`config.mk`:
```
export PLATFORM = sky130hd
export DESIGN_NAME = rr_bus_arbiter4
export DESIGN_NICKNAME = d
export VERILOG_FILES = /design/src/rtl/rr_bus_arbiter4.sv
export SDC_FILE = /design/constraint.sdc
export NUM_CORES = 1
export LEC_CHECK = 0
export ABC_AREA = 1
export CORE_MARGIN = 2
export CORE_UTILIZATION = 30
export CTS_CLUSTER_DIAMETER = 60
export DETAILED_ROUTE_END_ITERATION = 10
export GPL_TIMING_DRIVEN = 0
export PLACE_DENSITY = 0.61
export SLEW_MARGIN = 20
export SYNTH_ARGS = -nofsm -noshare
export SYNTH_HDL_FRONTEND = slang
export SYNTH_SLANG_ARGS = --single-unit
```
`constraint.sdc`:
```
create_clock -name clk -period 4.1 [get_ports clk]
set_input_delay 0.82 -clock clk [delete_from_list [all_inputs] [get_ports clk]]
set_output_delay 0.82 -clock clk [all_outputs]
set_load 0.1 [all_outputs]
```
`src/rtl/rr_bus_arbiter4.sv`:
```
// rr_bus_arbiter4
//   Round-robin arbiter that shares one WIDTH-bit bus between four
//   requesters. A registered two-state FSM owns the mux select and the
//   one-hot grant. Each grant is limited to MAX_BURST accepted beats.
//   out_ready from the consumer provides backpressure.
//
//   state | meaning
//   ------+----------------------------------------------------------
//   IDLE  | no owner, gnt=0; picks next requester after 'last'
//   BUSY  | owner=sel holds the bus until req drops or burst completes
//
// Ports
//   clk        rising-edge clock
//   rst_n      asynchronous active-low reset
//   req        per-requester bus request, held while data is pending
//   data_a..d  requester 0..3 data
//   out_ready  consumer accepts a beat this cycle
//   gnt        registered one-hot grant (zero when idle)
//   sel        registered owner index driving the data mux
//   out_data   data of the selected requester
//   out_valid  owner is granted and still requesting
//   busy       FSM is in BUSY
module rr_bus_arbiter4 #(
    parameter int WIDTH     = 16,
    parameter int MAX_BURST = 4
) (
    input  logic             clk,
    input  logic             rst_n,
    input  logic [3:0]       req,
    input  logic [WIDTH-1:0] data_a,
    input  logic [WIDTH-1:0] data_b,
    input  logic [WIDTH-1:0] data_c,
    input  logic [WIDTH-1:0] data_d,
    input  logic             out_ready,
    output logic [3:0]       gnt,
    output logic [1:0]       sel,
    output logic [WIDTH-1:0] out_data,
    output logic             out_valid,
    output logic             busy
);

    localparam logic [0:0] ST_IDLE = 1'b0;
    localparam logic [0:0] ST_BUSY = 1'b1;

    localparam logic [7:0] LAST_BEAT = 8'(MAX_BURST - 1);

    logic [0:0] state;
    logic [7:0] beat_cnt;
    logic [1:0] last;
    logic [1:0] winner;
    logic       beat;

    // Scan from farthest to nearest so the first set request after 'last'
    // is the one left standing.
    always_comb begin
        logic [1:0] cand;
        winner = last;
        cand   = last;
        for (int k = 4; k >= 1; k--) begin
            cand = last + 2'(k);
            if (req[cand]) begin
                winner = cand;
            end
        end
    end

    always_comb begin
        case (sel)
            2'd0:    out_data = data_a;
            2'd1:    out_data = data_b;
            2'd2:    out_data = data_c;
            default: out_data = data_d;
        endcase
    end

    assign out_valid = gnt[sel] & req[sel];
    assign beat      = out_valid & out_ready;
    assign busy      = (state == ST_BUSY);

    always_ff @(posedge clk or negedge rst_n) begin
        if (!rst_n) begin
            state    <= ST_IDLE;
            gnt      <= 4'b0000;
            sel      <= 2'd0;
            beat_cnt <= 8'd0;
            last     <= 2'd3;
        end else begin
            case (state)
                ST_IDLE: begin
                    if (req != 4'b0000) begin
                        state    <= ST_BUSY;
                        sel      <= winner;
                        gnt      <= 4'b0001 << winner;
                        beat_cnt <= 8'd0;
                    end
                end
                default: begin
                    if (!req[sel]) begin
                        // Owner withdrew: release without counting a beat.
                        state    <= ST_IDLE;
                        gnt      <= 4'b0000;
                        last     <= sel;
                        beat_cnt <= 8'd0;
                    end else if (beat) begin
                        if (beat_cnt == LAST_BEAT) begin
                            state    <= ST_IDLE;
                            gnt      <= 4'b0000;
                            last     <= sel;
                            beat_cnt <= 8'd0;
                        end else begin
                            beat_cnt <= beat_cnt + 8'd1;
                        end
                    end
                end
            endcase
        end
    end

endmodule

```
# --- Word-level counts from Yosys, hierarchy flattened ---
# Cells that the tools add are included.
totals:
  ff_bits: 17
  latchBits: 0
  ramBits: 0
  rom_bits: 0
  input_bits: 71
  output_inout_bits: 24
  wordCells: 63
  n_memories: 0
op_classes:
  add_sub_neg: 4
  n_mul: 0
  div: 0
  order_cmp: 4
  n_eq_ne: 7
  shifts: 1
  n_mux: 32
  bitwise_logic: 3
  n_reduce_logical: 7
op_table:
  columns: ["cell", "n"]
  rows:
  - ["case mux 16 bit (3 select lines)", 1]
  - ["two-way mux 8 bit", 5]
  - ["two-way mux 4 bit", 5]
  - ["< comparator 2 x 3 -> 1 bit (second input constant)", 4]
  - ["two-way mux 2 bit", 6]
  - ["binary-select mux 1 bit (select 2 bit)", 5]
  - ["two-way mux 1 bit", 10]
  - ["adder 8 x 1 -> 8 bit (second input constant)", 1]
  - ["equality test 8 x 2 -> 1 bit (second input constant)", 1]
  - ["AND reduction 3 bit", 2]
  - ["adder 2 bit (second input constant)", 2]
  - ["AND reduction 2 bit", 2]
  - ["nonzero test 4 bit", 1]
  - ["left shift 1 x 2 -> 4 bit (first input constant)", 1]
  - ["inequality test 3 x 2 -> 1 bit (second input constant)", 1]
  - ["inequality test 3 bit (second input constant)", 1]
  - ["adder 2 x 1 -> 2 bit (second input constant)", 1]
  - ["bitwise AND 1 bit", 2]
  - ["equality test 2 x 1 -> 1 bit (second input constant)", 1]
  - ["equality test 2 bit (second input constant)", 1]
  - ["zero test 2 bit", 1]
  - ["inequality test 2 x 1 -> 1 bit (second input constant)", 1]
  - ["inequality test 2 bit (second input constant)", 1]
  - ["nonzero test 2 bit", 1]
  - ["NOT 1 bit", 1]

# --- Depth between registers and ports, before layout ---
# Gate-level depths: netlist of run 1.
logic_depth:
  ltp_word: 9
  ltp_mapped: 13
  ltp_nobuf: 11

# --- Worst setup path after synthesis of run 1 ---
# No wires, ideal clock.
synth_timing:
  path_kind: "reg2out"
  start: "reg sel[1]"
  end: "out out_data[0]"
  arrival_time_ps: 3066
  t_required_ps: 3280
  path_slack_ps: 214
  path_stages_with_launch: 5
  path_buffers: 0
  path_cell_list: "dfrtp_1 inv_2 nor2_1 a221oi_1 a21oi_1"
synth_between:
  elab_chain_len: 2
  word_cells_on_any_way: 4
  cone_classes: "2 x eq/ne; 1 x mux; 1 x reduce/logical"
synth_lines:
  columns: ["item", "line_no", "text"]
  rows:
  - ["from (decl)", "36", "output logic [1:0] sel,"]
  - ["from (signal assigned)", "92", "sel <= winner;"]
  - ["equality test 2 bit (tied with other cells)", "68", "case (sel)"]
  - ["case mux 16 bit (3 select lines) (*)", "68", null]
  - ["to (decl)", "37", "output logic [WIDTH-1:0] out_data,"]
# Mark *: on every way between the ends. The rest lies on a longest branch, timed or not.

# --- Worst setup path after layout of run 1 ---
layout_timing:
  start: "in req[3]"
  end: "out out_valid"
layout_between:
  elab_chain_len: 3
layout_lines:
  columns: ["item", "line_no", "text"]
  rows:
  - ["from (decl)", "29", "input logic [3:0] req,"]
  - ["binary-select mux 1 bit (select 2 bit)", "76", "assign out_valid = gnt[sel] & req[sel];"]
  - ["two-way mux 1 bit (not written as such)", "76", null]
  - ["bitwise AND 1 bit", "76", null]
  - ["to (decl)", "38", "output logic out_valid,"]
# No other way between the ends. The select of a mux whose other input is x is not followed.

==> flow_summary_export.csv, run 1 <==
group,metric,value,unit
status,outcome,"completed",
timing,finalHoldViolCount,0,
grt,grt_remaining_overflow,0,
floorplan,floorplan.die.width,78.7,um
timing,layout_worst_path_cycle_share,96.7,%
drt,drt-initial-drc-count,92,
logic_synthesis,synth.yosys.warnings,0,
timing,layout_min_cycle_time,3.97,ns
grt,antenna_found_initial,0,
critical_path,cp.buffers_inverters,3,
grt,first_pass_grt_wire_length,9.18,mm
drt,post_drt_wl_per_cell,13.0,um
drt,remaining_drc_errors,0,
timing,finalSetupViolations,0,
logic_synthesis,postSynthNetCount,349,
critical_path,critical_path_arrival,3.15,ns
clocking,cts_resized,0,
logic_synthesis,ys_seq_area_share,25.6,%
drt,highest_layer,"met4",
critical_path,crit_chain,"clkdlybuf4s50_1 -> nand2_1 -> nand2_2 -> nand2_2 -> nand2_4 -> inv_2 -> a21oi_1 -> clkdlybuf4s50_1",
timing,hold-worst-slack,0.517,ns
critical_path,worst_setup_path_startpoint,"req[3]",
timing,max_clock_freq,252,MHz
cells_and_area,n_antenna_cell,0,
drt,route.antenna.remaining_nets,0,
min_path,worst_hold_startpoint,"gnt[0]",
place,hpwlAfterDp,4.61,mm
logic_synthesis,synth_edf_count,0,
logic_synthesis,mappedNetlistArea,0.00167,sq mm
logic_synthesis,synth_seq_cells,17,
floorplan,vert_die_dim,78.7,um
clocking,cts_post_setup_buffers_inserted,0,
cells_and_area,area_growth_syn_to_layout,64.3,%
clocking,clk_pin_slew_worst_paths,0.06,ns
logic_synthesis,post-synth-top-area-cell,"nand2_1",
critical_path,worst_r2r_startpoint,"sel[0]",
critical_path,timing.critical_path.from_type,"input port",
timing,worst_clock_skew,0.00224,ns
clocking,numCtsBuffers,3,
grt,first_global_vias,1895,
logic_synthesis,yosys.area.top_type_share,28.0,%
clocking,htree_levels,1,
critical_path,slowest_delay,1.17,ns
cells_and_area,postLayoutCoreUtil,50.6,%
clocking,tritoncts,"built",
floorplan,number_of_core_rows,27,
timing,rsz_0062_raised_after_global_routing,"no",
floorplan,start_util,30.8,%
drt,met3_wirelength,296,um
cells_and_area,fraction_of_final_layout_cells_sized_beyond_drive_strength_1,9.33,%
critical_path,worst_path_max_delay_cell,"clkdlybuf4s50_1",
clocking,max-clock-path-buffers,2,
floorplan,core,0.00544,sq mm
timing,timing.max_slew.rel_slack,32.6,%
logic_synthesis,ys_async_sr_fraction,100,%
logic_synthesis,synthMostInstantiatedCell,"nand2_1",
clocking,clkLatencyLatePin,0.24,ns
logic_synthesis,post_synth_main_area_contributors,"nand2_1 28%, dfrtp_1 22%, nand3_1 9.0%",
timing,timing.setup.tns,0,ns
drt,detailroute.via_count,2138,
critical_path,worst_path_dominant_cell_family,"buffers and inverters",
floorplan,top_level_ports,95,
critical_path,worst-setup-path-type,"input port to primary output",
timing,drv_slew,0,
critical_path,end_kind,"primary output",
grt,largest_net_degree_at_the_start_of_global_routing,18,
logic_synthesis,synth_ff_type,"dfrtp_1",
critical_path,crit_path_max_fanout,9,
drt,routed_wl,5.82,mm
place,globalplace.congestion,0.800,
drt,met2RoutedLength,2.79,mm
place,io_buffers,94,
clocking,cts.sink_count,17,
timing,tightestPinTransition,1.01,ns
logic_synthesis,synth.distinct_cells,27,
logic_synthesis,syn-mean-instance-area,6.04,sq um
drt,m1WireLength,2.64,mm
flow_run,max_cap_violations,0,
critical_path,cp.required,3.28,ns
floorplan,total_die_area,0.00619,sq mm
drt,via_per_inst,4.78,
clocking,cts_hold_buffers,0,
logic_synthesis,leading_cell_types_by_count_after_synthesis,"125 x nand2_1, 30 x nand3_1, 21 x nand4_1",
min_path,holdCritPathClass,"flip-flop to flip-flop",
logic_synthesis,synthesis.instances,277,
cells_and_area,nNetsFinal,448,
grt,grt_use_total,18.1,%
clocking,root_buffer,"clkbuf_8",
drt,drt-pass1-iter-count,4,
cells in the final DEF (no fill, tap or decap), types with 2 or more instances in the layout:
cell | Yosys | routed
dfrtp_1 | 15 | 15
dfstp_2 | 2 | 2
clkbuf_1 | 4 | 5
o21bai_1 | 2 | 2
clkbuf_8 | 0 | 3
clkdlybuf4s50_1 | 0 | 94
nand2_1 | 125 | 125
o21ai_2 | 8 | 8
xor2_1 | 3 | 3
nand4_1 | 21 | 21
nor2_1 | 18 | 18
a21oi_1 | 5 | 5
inv_2 | 5 | 5
nand2_4 | 2 | 2
nand2_2 | 7 | 7
a221oi_1 | 4 | 4
nand3_1 | 30 | 30
o21ai_1 | 2 | 2
inv_1 | 12 | 12
buf_2 | 3 | 3
per-layer routing:
layer | vias to the layer above | track usage [%]
met5 | - | 0
met1 | 959 | 24.7
met2 | 55 | 30.0
met4 | 0 | 4.91
met3 | 10 | 2.50
li1 | 1114 | -
worst register-to-register path: stages, from the launching register on:
cell,delay (ns)
dfrtp_1,0.39
buf_6,0.14
inv_4,0.06
nand2_2,0.04
nand2_2,0.06
nand2_2,0.06
nand2_4,0.15
inv_2,0.08
nor2_4,0.08
nand2_2,0.09
nand2_4,0.12
buf_12,0.15
nand2_2,0.06
o21ai_2,0.05
kinds of logic after synthesis:
| logic type | after synthesis | synth area share (%) |
|---|---|---|
| XOR/XNOR | 3 | 1.57 |
| buffers and inverters | 28 | 8.07 |
| flip-flops | 17 | 25.6 |
| AO/OA/AOI/OAI | 22 | 9.57 |
| adder cells (fa/ha/maj) | 1 | 0.747 |
| AND/OR/NAND/NOR | 206 | 54.5 |
path summary, 6_finish.rpt:
kind                          endpoint  depth (start not counted)  slack (ns)
max reg2reg                beat_cnt[5]                         13        2.50
max in group asynchronous       gnt[1]                          1        2.60
max                          out_valid                          8        0.13
min in group asynchronous  beat_cnt[0]                          1        1.03
min reg2reg                     gnt[0]                          2        0.52
min                             gnt[0]                          2        0.52
flip-flops by register name (all words and copies together) (netlist names):
| name | cells |
|---|---|
| gnt | 4 |
| busy | 1 |
| last | 2 |
| beat_cnt | 8 |
| sel | 2 |
area by class of cell:
cell class | instances | area (sq um)
Clock buffer | 4 | 45.0
Sequential cell | 17 | 428
Buffer | 10 | 65.1
Timing Repair Buffer | 94 | 941
Multi-Input combinational cell | 232 | 1110
Tap cell | 72 | 90.1
Inverter | 18 | 70.1
Fill cell | 548 | 2690
per-stage QoR:
stage	area, sq um	cells	setup slack [ns]
after floorplan	1670	277	0.214
final	2750	447	0.134
after global routing	2750	447	0.0299
after global placement	2710	443	0.118
after CTS	2750	447	0.116
after detailed placement	2710	443	0.139
Power of run 1 is left out: the tool's default activity adds up to more than one toggle a clock period on the data nets, which glitch-free logic cannot reach.
==> run 2: changes to the inputs <==
CORE_MARGIN = 4   (was 2)
MAX_ROUTING_LAYER = met4   (was not set)
==> run 2 against run 1 <==
  * Sequential share of layout area is essentially flat
  * Count of clock-buffer cells in the layout shrank 1
  * Design area is essentially flat
  * Via count shrank 0.23%
  * Sequential cell count is the same
  * Routed wire length grew 7.5%
  * Global-route usage grew 0.099 points
  * Die area grew 10%
  * Setup slack gained 0.032 ns
  * Non-clock buffer count is the same
  * Critical endpoint unchanged
  * Fmax grew 0.81%
  * Hold slack gained 0.0040 ns
==> flow_summary_export.csv, run 2 (synthesis results as in run 1) <==
group,metric,value,unit
floorplan,total_die_area,0.00684,sq mm
drt,drt-pass1-iter-count,6,
critical_path,worst_path_max_delay_cell,"clkdlybuf4s50_1",
critical_path,slowest_delay,1.15,ns
critical_path,crit_path_max_fanout,9,
timing,layout_worst_path_cycle_share,96.0,%
critical_path,worst_path_dominant_cell_family,"buffers and inverters",
timing,worst_clock_skew,0.00560,ns
clocking,cts_hold_buffers,0,
drt,detailroute.via_count,2133,
min_path,holdCritPathClass,"flip-flop to flip-flop",
timing,tightestPinTransition,1.02,ns
clocking,numCtsBuffers,3,
cells_and_area,area_growth_syn_to_layout,64.2,%
place,numPlacedInstances,441,
floorplan,start_util,31.8,%
critical_path,capturing_element_of_the_worst_setup_path,"out_valid",
cells_and_area,layout_top_registers,"beat_cnt: 8 flops, gnt: 4 flops",
critical_path,regToRegEndpoint,"beat_cnt[5]",
critical_path,reg2regPathDepth,13,
floorplan,vert_die_dim,82.7,um
floorplan,top_level_ports,95,
timing,rsz_0062_raised_after_global_routing,"no",
critical_path,timing.critical_path.from_type,"input port",
floorplan,floorplan.die.width,82.7,um
clocking,clk_pin_slew_worst_paths,0.07,ns
drt,route.antenna.remaining_nets,0,
critical_path,end_kind,"primary output",
critical_path,setup.reg_to_reg.worst_slack,2.49,ns
flow_run,max_cap_violations,0,
grt,grt_util_met2,29.4,%
timing,finalHoldViolCount,0,
cells_and_area,most_frequent_cells_in_the_layout,"125 x nand2_1, 94 x clkdlybuf4s50_1, 30 x nand3_1, 21 x nand4_1, 18 x nor2_1",
grt,first_pass_grt_wire_length,9.43,mm
cells_and_area,n_antenna_cell,0,
place,globalplace.congestion,0.797,
clocking,tritoncts,"built",
cells_and_area,layout.cells.most_common,"nand2_1",
grt,grt_use_total,18.2,%
grt,antenna_found_initial,0,
critical_path,worst_setup_path_startpoint,"req[3]",
grt,first_global_vias,1932,
place,hpwlAfterDp,5.00,mm
drt,post_drt_wl_per_cell,14.0,um
timing,timing.max_slew.rel_slack,31.9,%
place,io_buffers,94,
critical_path,cp.buffers_inverters,3,
clocking,cts_resized,0,
critical_path,worst-setup-path-type,"input port to primary output",
clocking,cts.sink_count,17,
clocking,clkLatencyLatePin,0.26,ns
min_path,worst_hold_startpoint,"last[1]",
drt,drt-initial-drc-count,90,
status,outcome,"completed",
grt,groute.layer.met1.usage,23.9,%
critical_path,cp.required,3.28,ns
clocking,htree_levels,1,
timing,layout_min_cycle_time,3.93,ns
grt,largest_net_degree_at_the_start_of_global_routing,18,
critical_path,critical_path_arrival,3.11,ns
drt,routed_wl,6.25,mm
timing,max_clock_freq,254,MHz
min_path,min_delay_path_depth,2,
drt,remaining_drc_errors,0,
critical_path,worst_r2r_startpoint,"sel[0]",
clocking,cts_post_setup_buffers_inserted,0,
timing,timing.setup.tns,0,ns
cells_and_area,largest_register_ffs,8,
floorplan,number_of_core_rows,26,
grt,grt_remaining_overflow,0,
cells_and_area,top_register,"beat_cnt",
timing,drv_slew,0,
grt,grt_most_used_layer,"met2",
floorplan,core,0.00527,sq mm
critical_path,crit_chain,"clkdlybuf4s50_1 -> nand2_1 -> nand2_2 -> nand2_2 -> nand2_4 -> inv_2 -> a21oi_1 -> clkdlybuf4s50_1",
cells_and_area,final_cell_count_no_fill,445,
drt,via_per_inst,4.79,
timing,finalSetupViolations,0,
cells_and_area,nNetsFinal,448,
clocking,root_buffer,"clkbuf_8",
grt,global_route.usage.met3,2.71,%
cells_and_area,fraction_of_final_layout_cells_sized_beyond_drive_strength_1,9.60,%
critical_path,number_of_cells_on_the_critical_path,8,
clocking,max-clock-path-buffers,2,
[run 2: changes by cell type in the layout (fill, tap and decap cells not counted)]
cell	previous run	this run
clkbuf_1	5	4
clkinv_2	0	1
[run 2: cell type report]
| class | count | area, sq um |
|---|---|---|
| Sequential cell | 17 | 428 |
| Clock inverter | 1 | 5.00 |
| Timing Repair Buffer | 94 | 941 |
| Tap cell | 70 | 87.6 |
| Multi-Input combinational cell | 232 | 1110 |
| Buffer | 10 | 65.1 |
| Inverter | 18 | 70.1 |
| Fill cell | 561 | 2520 |
| Clock buffer | 3 | 41.3 |
[run 2: stage by stage]
step | worst slack, ns | util [%] | hold WS [ns] | instance area [sq um]
after floorplan | 0.214 | - | 0.482 | 1670
after global placement | 0.160 | 51.3 | 0.499 | 2700
after detailed placement | 0.151 | 51.3 | 0.507 | 2700
after CTS | 0.140 | 52.2 | 0.526 | 2750
after global routing | 0.0224 | 52.2 | 0.549 | 2750
final | 0.166 | 52.2 | 0.521 | 2750
[run 2: worst register-to-register path, cell delays in order, from the launching register on]
cell     delay (ns)
dfrtp_1        0.39
buf_6          0.14
inv_4          0.07
nand2_2        0.05
nand2_2        0.06
nand2_2        0.06
nand2_4        0.14
inv_2          0.08
nor2_4         0.08
nand2_2        0.09
nand2_4        0.12
buf_12         0.15
nand2_2        0.05
o21ai_2        0.06
[run 2: how the worst min path moves through the flow]
| stage | to | slack [ns] |
|---|---|---|
| global placement | last[1] | 0.50 |
| global route | gnt[1] | 0.55 |
| floorplan | beat_cnt[1] | 0.48 |
| CTS | last[1] | 0.53 |
| detailed placement | gnt[1] | 0.51 |
| finish | last[1] | 0.52 |
[run 2: metal layers]
layer / part of all wire [%] / up-vias
met5: 0 / -
met4: 1.7 / 0
met3: 4.0 / 10
met2: 51 / 48
met1: 43 / 963
li1: - / 1112
Power of run 2 is left out for the same reason.
==> run 3: changes to the inputs <==
REMOVE_ABC_BUFFERS = 1   (was not set)
==> run 3 against run 2 <==
  * Critical path depth unchanged
  * Hold slack worse by 0.012 ns
  * Highest routed layer unchanged
  * Sequential cell count unchanged
  * Critical path type unchanged
  * Setup slack worse by 0.013 ns
==> flow_summary_export.csv, run 3 (synthesis results as in run 1) <==
group,metric,value,unit
floorplan,start_util,31.8,%
min_path,min_to,"last[1]",
cells_and_area,largest_register_ffs,8,
timing,hold-worst-slack,0.510,ns
timing,layout_worst_path_cycle_share,96.3,%
timing,finalHoldViolCount,0,
clocking,cts_hold_buffers,0,
timing,rsz_0062_raised_after_global_routing,"no",
place,globalplace.congestion,0.832,
clocking,clk_pin_slew_worst_paths,0.07,ns
grt,antenna_found_initial,0,
critical_path,end_kind,"primary output",
cells_and_area,fraction_of_final_layout_cells_sized_beyond_drive_strength_1,9.32,%
floorplan,top_level_ports,95,
timing,layout_min_cycle_time,3.95,ns
timing,max_clock_freq,253,MHz
grt,first_global_vias,1753,
min_path,worst_hold_startpoint,"last[1]",
timing,tightestPinTransition,1.01,ns
drt,detailroute.via_count,2024,
drt,post_drt_wl_per_cell,13.9,um
critical_path,worst_setup_path_startpoint,"req[3]",
critical_path,worst-setup-path-type,"input port to primary output",
cells_and_area,layout_top_registers,"beat_cnt: 8 flops, gnt: 4 flops",
floorplan,vert_die_dim,82.7,um
drt,drt-initial-drc-count,73,
floorplan,core,0.00527,sq mm
drt,route.antenna.remaining_nets,0,
critical_path,setup.reg_to_reg.worst_slack,2.25,ns
cells_and_area,area_growth_syn_to_layout,60.7,%
timing,drv_slew,0,
critical_path,crit_path_max_fanout,9,
clocking,clkLatencyLatePin,0.26,ns
place,io_buffers,94,
min_path,min_delay_path_depth,2,
drt,routed_wl,6.03,mm
clocking,htree_levels,1,
clocking,cts.sink_count,17,
floorplan,floorplan.die.width,82.7,um
clocking,root_buffer,"clkbuf_8",
cells_and_area,n_antenna_cell,0,
clocking,max-clock-path-buffers,2,
critical_path,worst_r2r_startpoint,"sel[0]",
grt,first_pass_grt_wire_length,8.77,mm
grt,grt_remaining_overflow,0,
floorplan,total_die_area,0.00684,sq mm
grt,largest_net_degree_at_the_start_of_global_routing,28,
critical_path,regToRegEndpoint,"beat_cnt[1]",
cells_and_area,top_register,"beat_cnt",
timing,finalSetupViolations,0,
drt,via_per_inst,4.65,
timing,worst_clock_skew,0.0100,ns
drt,drt-pass1-iter-count,4,
status,outcome,"completed",
critical_path,critical_path_arrival,3.13,ns
place,hpwlAfterDp,4.70,mm
min_path,holdCritPathClass,"flip-flop to flip-flop",
critical_path,cp.required,3.28,ns
critical_path,timing.critical_path.from_type,"input port",
cells_and_area,most_frequent_cells_in_the_layout,"125 x nand2_1, 91 x clkdlybuf4s50_1, 30 x nand3_1, 21 x nand4_1, 16 x nor2_1",
floorplan,number_of_core_rows,26,
flow_run,max_cap_violations,0,
clocking,tritoncts,"built",
timing,timing.max_slew.rel_slack,32.6,%
critical_path,reg2regPathDepth,10,
grt,grt_use_total,16.9,%
clocking,numCtsBuffers,3,
drt,remaining_drc_errors,0,
cells_and_area,layout.cells.most_common,"nand2_1",
cells_and_area,nNetsFinal,438,
==> run 3: cell count changes in the layout (fill, tap and decap cells not counted), sizes merged <==
cell,previous run,this run
buf,6,0
clkbuf,7,3
clkdlybuf4s50,94,91
dlygate4sd2,0,2
dlymetal6s2s,0,1
==> run 3: worst max path at each step <==
stage,to,slack (ns)
finish,out_valid,0.15
global route,out_data[12],0.009
CTS,out_valid,0.13
detailed placement,out_data[8],-0.1
global placement,out_data[8],-0.11
floorplan,out_data[0],-0.28
==> run 3: stage by stage <==
| stage | setup slack (ns) | instance area [sq um] | cells | setup TNS (ns) | util (%) |
|---|---|---|---|---|---|
| floorplan | -0.281 | 1610 | 267 | -1.16 | - |
| global placement | -0.112 | 2640 | 431 | -0.360 | 50.0 |
| detailed placement | -0.0998 | 2640 | 431 | -0.172 | 50.1 |
| CTS | 0.134 | 2690 | 435 | 0 | 51.0 |
| global route | 0.00948 | 2690 | 435 | 0 | 51.0 |
| finish | 0.153 | 2690 | 435 | 0 | 51.0 |
==> run 3: what timing repair did <==
item                       in CTS  in global routing
buffers inserted                0                  0
gates resized for setup         4                  1
setup endpoints to repair      16                  1
==> run 3: layer usage <==
layer | part of all wire (%) | GRT usage (%)
met1 | 43 | 21.8
met2 | 53 | 29.6
met3 | 4.0 | 2.28
met4 | 0.17 | 0.980
met5 | 0 | -
==> run 3: worst max-delay path: stages <==
cell             delay, ns
clkdlybuf4s50_1       0.55
nand2_1               0.09
nand2_2               0.10
nand2_2               0.06
nand2_4               0.15
inv_2                 0.08
a21oi_1               0.13
clkdlybuf4s50_1       1.15
==> run 3: area by class of cell <==
| class | instances | area [sq um] |
|---|---|---|
| Multi-Input combinational cell | 232 | 1120 |
| Timing Repair Buffer | 94 | 941 |
| Clock buffer | 3 | 41.3 |
| Sequential cell | 17 | 429 |
| Inverter | 18 | 70.1 |
| Tap cell | 70 | 87.6 |
| Fill cell | 538 | 2580 |
| Clock inverter | 1 | 5.00 |
Power of run 3 is left out for the same reason.
